## src/rtl/seq_ctrl_pkg.sv

```systemverilog
// seq_ctrl_pkg: shared constants for the serial pattern detector.
// State encodings and configuration reset defaults.
package seq_ctrl_pkg;

  localparam int STATE_W = 2;

  localparam logic [STATE_W-1:0] IDLE  = 2'd0;
  localparam logic [STATE_W-1:0] SHIFT = 2'd1;

  localparam logic [4:0] SEQ_DEFAULT_PATTERN = 5'b10101;
  localparam int         SEQ_DEFAULT_THRESH  = 1;

endpackage

```

## src/rtl/seq_match_core.sv

```systemverilog
// seq_match_core: bit history, fill counter and registered match.
// SEQ_CTRL_NONOVERLAP_EN clears the history on every match.
module seq_match_core #(
  parameter int PAT_W = 5
) (
  input  logic             clk,
  input  logic             clr,
  input  logic             flush,
  input  logic             bit_vld,
  input  logic             bit_in,
  input  logic [PAT_W-1:0] pattern,
  output logic             hit,
  output logic             match
);

  localparam int FW = $clog2(PAT_W + 1);

  logic [PAT_W-1:0] hist_q, hist_d;
  logic [FW-1:0]    fill_q, fill_d;
  logic             match_q, match_d;
  logic [PAT_W-1:0] shifted;
  logic [FW-1:0]    fill_inc;

  // Candidate history and the same-edge hit it would produce
  always_comb begin
    shifted  = {hist_q[PAT_W-2:0], bit_in};
    fill_inc = (fill_q >= FW'(PAT_W))
             ? fill_q : fill_q + 1'b1;
    hit      = bit_vld
            && (shifted == pattern)
            && (fill_inc >= FW'(PAT_W));
  end

  // History update; hit is registered into a one-cycle pulse
  always_comb begin
    hist_d  = hist_q;
    fill_d  = fill_q;
    match_d = 1'b0;
    if (flush) begin
      hist_d = '0;
      fill_d = '0;
    end else if (bit_vld) begin
      hist_d  = shifted;
      fill_d  = fill_inc;
      match_d = hit;
`ifdef SEQ_CTRL_NONOVERLAP_EN
      if (hit) begin
        hist_d = '0;
        fill_d = '0;
      end
`endif
    end
  end

  // History and match registers
  always_ff @(posedge clk) begin
    if (clr) begin
      hist_q  <= '0;
      fill_q  <= '0;
      match_q <= 1'b0;
    end else begin
      hist_q  <= hist_d;
      fill_q  <= fill_d;
      match_q <= match_d;
    end
  end

  assign match = match_q;

endmodule

```

## src/rtl/seq_detect_ctrl.sv

```systemverilog
// seq_detect_ctrl: word serializer, match counter and sticky irq.
// Optional: SEQ_CTRL_NONOVERLAP_EN selects non-overlapping matches.
module seq_detect_ctrl
  import seq_ctrl_pkg::*;
#(
  parameter int WORD_W = 8,
  parameter int PAT_W  = 5,
  parameter int CNT_W  = 8
) (
  input  logic               clk,
  input  logic               clr,
  input  logic               cfg_we,
  input  logic [PAT_W-1:0]   cfg_pattern,
  input  logic [CNT_W-1:0]   cfg_thresh,
  input  logic               in_valid,
  output logic               in_ready,
  input  logic [WORD_W-1:0]  in_data,
  input  logic               irq_ack,
  output logic               bit_out,
  output logic               match,
  output logic [CNT_W-1:0]   match_cnt,
  output logic               irq,
  output logic               busy,
  output logic [STATE_W-1:0] state
);

  localparam int IW = $clog2(WORD_W);

  logic [STATE_W-1:0] state_q, state_d;
  logic [WORD_W-1:0]  word_q, word_d;
  logic [IW-1:0]      idx_q, idx_d;
  logic [PAT_W-1:0]   pat_q, pat_d;
  logic [CNT_W-1:0]   thr_q, thr_d;
  logic [CNT_W-1:0]   cnt_q, cnt_d;
  logic               irq_q, irq_d;

  logic               is_idle, is_shift;
  logic               accept, flush, hit;
  logic [CNT_W-1:0]   cnt_inc;

  assign is_idle  = (state_q == IDLE);
  assign is_shift = (state_q == SHIFT);
  assign accept   = in_valid && is_idle;
  assign flush    = cfg_we && is_idle;

  // State register
  always_ff @(posedge clk) begin
    if (clr) state_q <= IDLE;
    else     state_q <= state_d;
  end

  // Next state; illegal encodings fall back to IDLE
  always_comb begin
    state_d = IDLE;
    case (state_q)
      IDLE:    state_d = accept ? SHIFT : IDLE;
      SHIFT:   state_d = (idx_q == '0) ? IDLE : SHIFT;
      default: state_d = IDLE;
    endcase
  end

  // Outputs decoded from the current state
  always_comb begin
    in_ready  = is_idle;
    busy      = is_shift;
    bit_out   = is_shift & word_q[idx_q];
    state     = state_q;
    match_cnt = cnt_q;
    irq       = irq_q;
  end

  // Word capture and MSB-first bit index
  always_comb begin
    word_d = word_q;
    idx_d  = idx_q;
    if (accept) begin
      word_d = in_data;
      idx_d  = IW'(WORD_W - 1);
    end else if (is_shift) begin
      idx_d = idx_q - 1'b1;
    end
  end

  // Config load, saturating count and sticky irq
  always_comb begin
    cnt_inc = (cnt_q == '1) ? cnt_q : cnt_q + 1'b1;
    pat_d   = pat_q;
    thr_d   = thr_q;
    cnt_d   = cnt_q;
    irq_d   = irq_q;
    if (flush) begin
      pat_d = cfg_pattern;
      thr_d = cfg_thresh;
      cnt_d = '0;
      irq_d = 1'b0;
    end else begin
      if (hit) cnt_d = cnt_inc;
      if (hit && (thr_q != '0)
          && (cnt_inc == thr_q))
        irq_d = 1'b1;
      else if (irq_ack)
        irq_d = 1'b0;
    end
  end

  // Datapath and configuration registers
  always_ff @(posedge clk) begin
    if (clr) begin
      word_q <= '0;
      idx_q  <= '0;
      pat_q  <= PAT_W'(SEQ_DEFAULT_PATTERN);
      thr_q  <= CNT_W'(SEQ_DEFAULT_THRESH);
      cnt_q  <= '0;
      irq_q  <= 1'b0;
    end else begin
      word_q <= word_d;
      idx_q  <= idx_d;
      pat_q  <= pat_d;
      thr_q  <= thr_d;
      cnt_q  <= cnt_d;
      irq_q  <= irq_d;
    end
  end

  seq_match_core #(
    .PAT_W(PAT_W)
  ) u_core (
    .clk     (clk),
    .clr     (clr),
    .flush   (flush),
    .bit_vld (is_shift),
    .bit_in  (bit_out),
    .pattern (pat_q),
    .hit     (hit),
    .match   (match)
  );

endmodule
```

## config.mk

```make
export PLATFORM = sky130hd
export DESIGN_NAME = seq_detect_ctrl
export DESIGN_NICKNAME = d
export VERILOG_FILES = /design/src/rtl/seq_ctrl_pkg.sv /design/src/rtl/seq_match_core.sv /design/src/rtl/seq_detect_ctrl.sv
export SDC_FILE = /design/constraint.sdc
export NUM_CORES = 1
export LEC_CHECK = 0
export CORE_ASPECT_RATIO = 1.2
export CORE_UTILIZATION = 52
export CTS_CLUSTER_DIAMETER = 150
export DETAILED_ROUTE_END_ITERATION = 6
export PLACE_DENSITY = 0.79
export SLEW_MARGIN = 20
export SYNTH_ARGS = -nofsm -noshare
export SYNTH_HDL_FRONTEND = slang
export SYNTH_SLANG_ARGS = --single-unit
export TNS_END_PERCENT = 100
```

## constraint.sdc

```tcl
create_clock -name clk -period 2.4 [get_ports clk]
set_input_delay 0.48 -clock clk [delete_from_list [all_inputs] [get_ports clk]]
set_output_delay 0.48 -clock clk [all_outputs]
set_load 0.1 [all_outputs]
```

==> results.toml, run 1 <==
[cells_and_area]
syn_to_final_growth_pct = 21.1
fillers = 322
layout-drive-gt1-share_pct = 16.0
multi_input_area_mm2 = 0.00126
num_antenna_cells = 0
register_area_um2 = 848
final_net_count = 330

[global_route]
grt_pass1_wl_mm = 8.27
grt_max_degree = 28
grtUsageTotal_pct = 22.6
overflow = 0
first_global_vias = 1807
grt_antenna_before_repair = 0

[run_status]
status = "complete, no violations"

[floorplanning]
die_width_um = 62.2
die_y_um = 74.2
rows = 25
initial_utilization_pct = 56.0
ios = 41
dieArea_mm2 = 0.00461
coreArea_mm2 = 0.00404

[synthesis]
synth_top_area_share_pct = 37.2
synth_seq_cells = 42
async_reset_ff_share_pct = 0
synth_cell_types = 54
ys_seq_area_share_pct = 37.2
synth_area_leader_cell = "dfxtp_1"
yosysWarnings = 0
synth.most_common_cell = "nand2_1"
yosys-top-cells-count = "nand2_1, dfxtp_1, a21oi_1, xnor2_1, clkbuf_1"
synth_area_leaders = "dfxtp_1, nand2_1, a21oi_1, xnor2_1, ha_1"
avgSynthCellArea_um2 = 8.49
synth_nets = 297
synth_flop_cell = "dfxtp_1"
synth_cells = 266
synth_edf_count = 0
syn-cell-area_mm2 = 0.00226

[pwr]
vdd_drop_max_mv = 0.494
leakage_nw = 1.01
p_per_area_mw_per_mm2 = 572

[timing]
period_minus_slack_ns = 2.24
skew_ns = 0.00926
drv_slew = 0
worst_hold_slack_ns = 0.457
rsz0062_at_grt = "no"
setup_violations = 0
finalCritPeriodShare_pct = 93.5
setup_tns_ns = 0
timing.fmax_mhz = 446
hold_violations = 0

[placed_design]
port_buffers = 39
gp_congestion = 0.840
hpwl_mm = 3.53

[route]
wl_mm = 4.75
vias = 1911
route.detailed.drc = 0
first_pass_iters = 4
drt-vias-per-instance = 5.40
wl_per_cell_um = 13.4
drt_iter0_drc = 129
ant_nets = 0

[worst_setup_path]
critPathLaunch = "idx_q[0]$_SDFFE_PP0P_"
reg2regPathDepth = 7
worstSetupEndpoint = "bit_out"
r2r-end = "irq$_SDFFE_PP0P_"
worst_setup_path_end_kind = "output pin"
start_kind = "flop"
r2r-start = "match_cnt[0]$_SDFFE_PP0P_"
path_class = "flop to output pin"
worstPathRequired_ns = 1.92
cp_max_fo = 5
cp.arrival_ns = 1.76
rrSetupSlack_ns = 0.21

[worst_hold_path]
hp-class = "flop to flop"

[clock_tree]
postCtsSetupBuffers = 0
clockRootBuffer = "clkbuf_8"
cts_tree = "yes"
cts_buffers = 5
path_clk_slew_ns = 0.07
cts_sinks = 42
ctsHtreeMaxLevel = 2
clk_latency_ns = 0.30
clockBufferDepth = 2

[job]
cap_viol_max_count = 0
[kinds of logic after synthesis]
kind of cell | Yosys count | synth area share, %
simple gates | 106 | 23.6
fa+ha+maj | 5 | 2.77
mux | 8 | 4.98
other cells | 1 | 0.166
buf+inv | 28 | 6.92
flops | 42 | 37.2
xor+xnor | 15 | 5.81
compound gates | 61 | 18.6
[worst min path at each step]
stage / cells past startpoint / end / from / slack [ns]
CTS: 2 / word_q[3]$_SDFFE_PP0P_ / word_q[3]$_SDFFE_PP0P_ / 0.46
global route: 2 / word_q[4]$_SDFFE_PP0P_ / word_q[4]$_SDFFE_PP0P_ / 0.48
finish: 2 / word_q[1]$_SDFFE_PP0P_ / word_q[1]$_SDFFE_PP0P_ / 0.46
floorplan: 2 / word_q[1]$_SDFFE_PP0P_ / word_q[1]$_SDFFE_PP0P_ / 0.43
global placement: 2 / word_q[2]$_SDFFE_PP0P_ / word_q[2]$_SDFFE_PP0P_ / 0.44
detailed placement: 2 / word_q[3]$_SDFFE_PP0P_ / word_q[3]$_SDFFE_PP0P_ / 0.45
[layer usage]
layer	GRT usage, %	part of all wire, %
met4	11.9	1.4
met2	38.3	48
met3	3.07	3.6
met1	28.4	47
met5	0	0
[final cells by class]
| cell class | count | share of cell area, % |
|---|---|---|
| Clock inverter | 1 | 1.10 |
| Multi-Input combinational cell | 196 | 46.1 |
| Sequential cell | 42 | 31.0 |
| Timing Repair Buffer | 46 | 15.4 |
| Tap cell | 54 | 2.47 |
| Inverter | 8 | 1.14 |
| Clock buffer | 7 | 2.79 |
[sequential cells by signal, indices dropped and copies added, names as in the netlist]
name           flops
u_core.match       1
match_cnt          8
thr_q              8
word_q             8
irq                1
pat_q              5
idx_q              3
u_core.fill_q      3
state              1
u_core.hist_q      4
[worst max-delay path: stages, from the launching register on]
cell and delay (ns):
dfxtp_2 0.37, mux4_1 0.57, a22oi_2 0.23, inv_1 0.12
buf_12 0.18
[where the power goes]
part | switching, W | internal [W]
sequential | 0.0000395 | 0.000730
clock | 0.000238 | 0.000311
combinational | 0.000135 | 0.000112
total | 0.000412 | 0.00115
[cells in the final DEF, fill, tap and decap left out, types with 7 or more instances in the layout]
master / n
nand3b_1: 7
clkdlybuf4s50_1: 25
dfxtp_1: 36
inv_1: 7
xnor2_1: 12
o21ai_0: 7
buf_4: 20
nand2_1: 53
nor3_1: 9
a21oi_1: 27
nor2_1: 9
[through the flow]
stage / cell area (um2) / cells / utilization (%) / power [W] / setup slack [ns]
detailed placement: 2630 / 346 / 65.1 / 0.00103 / 0.225
floorplan: 2270 / 266 / - / 0.000948 / -0.277
finish: 2740 / 354 / 67.8 / 0.00157 / 0.155
CTS: 2740 / 354 / 67.8 / 0.00157 / 0.0882
global placement: 2630 / 346 / 65.1 / 0.00103 / 0.261
global route: 2740 / 354 / 67.8 / 0.00163 / 0.00281
[what timing repair did]
action	in CTS	in global routing
gates resized for setup	0	1
endpoints found under the setup margin	0	1
hold buffers	0	0
Note: power is estimated with default switching activity, not from simulation.
==> inputs of run 2 (changes only) <==
Settings changed: CAP_MARGIN from default to 20.
==> results of run 2 <==
Final layout, timing and power as in run 1 (identical DEF).
==> inputs of run 3 (changes only) <==
Settings changed: CAP_MARGIN 20 to 5, CTS_CLUSTER_SIZE from default to 10, SYNTH_HIERARCHICAL from default to 1.
==> run 3 against run 2 <==
Net effect:
- critical path depth increased by 2
- via count is 4.2% higher
- register-to-register slack worse by 0.12 ns
- first-iteration DRC count increased by 36%
- worst setup slack worse by 0.11 ns
- fmax decreased by 4.5%
- synthesized area fell by 1.8%
- non-clock buffer count is 8 higher
- sequential share of layout area down 1.4 points
- largest cell class unchanged
- largest power group unchanged
==> results.toml, run 3 <==
[run_status]
status = "complete, no violations"

[timing]
hold_violations = 0
finalCritPeriodShare_pct = 98.0
setup_violations = 0
rsz0062_at_grt = "yes"
period_minus_slack_ns = 2.35
worst_slack_ns = 0.0492
skew_ns = 0.00463
setup_tns_ns = 0
drv_slew = 0
timing.fmax_mhz = 425

[synthesis]
syn-cell-area_mm2 = 0.00222
yosysWarnings = 6
synth_nets = 295
synth_area_leaders = "dfxtp_1, mux2i_1, nand2_1, a21oi_1, nor2_1"
ys_seq_area_share_pct = 37.9
yosys-top-cells-count = "dfxtp_1, nand2_1, a21oi_1, nor2_1, mux2i_1"
synth_edf_count = 0
synth.most_common_cell = "dfxtp_1"
synth_seq_cells = 42
avgSynthCellArea_um2 = 8.40
synth_area_leader_cell = "dfxtp_1"
async_reset_ff_share_pct = 0
synth_cells = 264
synth_top_area_share_pct = 37.9
synth_cell_types = 46
synth_flop_cell = "dfxtp_1"

[route]
route.detailed.drc = 0
vias = 1992
wl_per_cell_um = 14.0
ant_nets = 0
drt_iter0_drc = 176
wl_mm = 5.05
drt-vias-per-instance = 5.52
first_pass_iters = 4

[global_route]
grt_pass1_wl_mm = 8.31
grt_max_degree = 23
overflow = 0
first_global_vias = 1853
grt_antenna_before_repair = 0
grtUsageTotal_pct = 25.1

[clock_tree]
ctsHtreeMaxLevel = 2
clockBufferDepth = 2
path_clk_slew_ns = 0.08
cts_tree = "yes"
cts_buffers = 5
hold_buffers = 0
clk_latency_ns = 0.30
cts_sinks = 42
clockRootBuffer = "clkbuf_8"

[floorplanning]
coreArea_mm2 = 0.00400
initial_utilization_pct = 55.4
rows = 25
dieArea_mm2 = 0.00453
die_y_um = 73.6
ios = 41
die_width_um = 61.6

[cells_and_area]
layout-drive-gt1-share_pct = 19.2
final_area_mm2 = 0.00287
final_cell_mix = "dfxtp_1, nand2_1, buf_4"
final_net_count = 337
register_area_um2 = 851
final_common_cell = "dfxtp_1"
multi_input_area_mm2 = 0.00128
num_antenna_cells = 0
syn_to_final_growth_pct = 29.4
fillers = 328

[pwr]
p_per_area_mw_per_mm2 = 592
leakage_nw = 1.14
vdd_drop_max_mv = 0.540

[worst_setup_path]
cp.arrival_ns = 1.87
slowest_delay_ns = 0.53
worstPathRequired_ns = 1.92
start_kind = "flop"
cp_max_fo = 3
crit_family = "multiplexers"
path_class = "flop to output pin"
path_cells = "mux4_2, mux2i_4, nor2_4, buf_4, buf_4, buf_12"
cp_slowest_cell = "mux4_2"
worst_setup_path_end_kind = "output pin"
cpMostUsedCell = "buf_4"
path_buf_inv = 3

[job]
cap_viol_max_count = 0

[placed_design]
hpwl_mm = 3.46
postPlaceCellArea_mm2 = 0.00264
port_buffers = 39
gp_congestion = 0.840
place_ws_ns = -0.0110

[worst_hold_path]
hp-class = "flop to flop"
-- run 3: cell count changes after synthesis, moves of 3 or more --
cell,change
nand3_1,+5
xor2_1,+3
clkbuf_1,-3
nor2_1,+10
buf_2,+5
a311oi_1,+3
nand2_1,-17
xnor2_1,-5
nand4_1,+3
a21oi_1,-5
nor3_1,+4
mux2i_1,+10
a311oi_2,-3
-- run 3: metrics by stage --
stage | power, W | utilization, % | hold slack (ns) | instances
after floorplan | 0.000964 | - | 0.450 | 264
after CTS | 0.00170 | 70.4 | 0.486 | 359
after detailed placement | 0.00105 | 66.0 | 0.475 | 346
after global placement | 0.00104 | 66.0 | 0.464 | 346
after global routing | 0.00177 | 71.7 | 0.510 | 361
final | 0.00170 | 71.7 | 0.488 | 361
-- run 3: final cells by class --
class / instances / area share, %
multi-input cells: 192 / 44.6
flip-flops and latches: 42 / 29.6
repair buffers: 54 / 16.7
clock buffers: 7 / 3.75
well taps: 54 / 2.35
inverters: 11 / 1.87
clock inverters: 1 / 1.05
-- run 3: final timing paths --
| kind | from | to | slack (ns) | cells after the start |
|---|---|---|---|---|
| hold / removal | pat_q[4]$_SDFFE_PP1P_ | pat_q[4]$_SDFFE_PP1P_ | 0.49 | 2 |
| setup reg to reg | idx_q[0]$_SDFFE_PP0P_ | match_cnt[4]$_SDFFE_PP0P_ | 0.09 | 10 |
| setup / recovery | idx_q[0]$_SDFFE_PP0P_ | bit_out | 0.05 | 6 |
| hold reg to reg | pat_q[4]$_SDFFE_PP1P_ | pat_q[4]$_SDFFE_PP1P_ | 0.49 | 2 |
-- run 3: repair_timing --
| item | in CTS | in global routing |
|---|---|---|
| endpoints found under the setup margin | 2 | 9 |
| resized for setup | 1 | 7 |
| setup buffers | 5 | 2 |
| pin swaps | 1 | 5 |
-- run 3: logic make-up (layout without fill, tap and decap cells) --
group	count (synthesis)	count (layout)	synth area share (%)
adders and majority gates	5	5	2.82
buffers and inverters	30	73	6.71
xor gates and xnor gates	13	13	5.13
and+or+nand+nor	110	110	25.7
muxes	18	18	9.25
AOI/OAI and AO/OA	45	45	12.3
other	1	1	0.169
DFF	42	42	37.9
-- run 3: power breakdown --
part	switching (W)	internal, W
logic	0.000140	0.000127
registers	0.0000440	0.000730
clock network	0.000255	0.000402
-- run 3: tightest hold or removal path: cells and delay by family (launching register included) --
family | cells | cell delay, ns
simple gates | 2 | 0.12
flops | 1 | 0.33
-- run 3: layer usage --
layer	vias up	global-route usage [%]	wire, um
met3	10	6.16	235
met4	0	11.4	114
li1	1009	-	-
met2	66	41.6	2610
met5	-	0	0
met1	907	30.0	2090
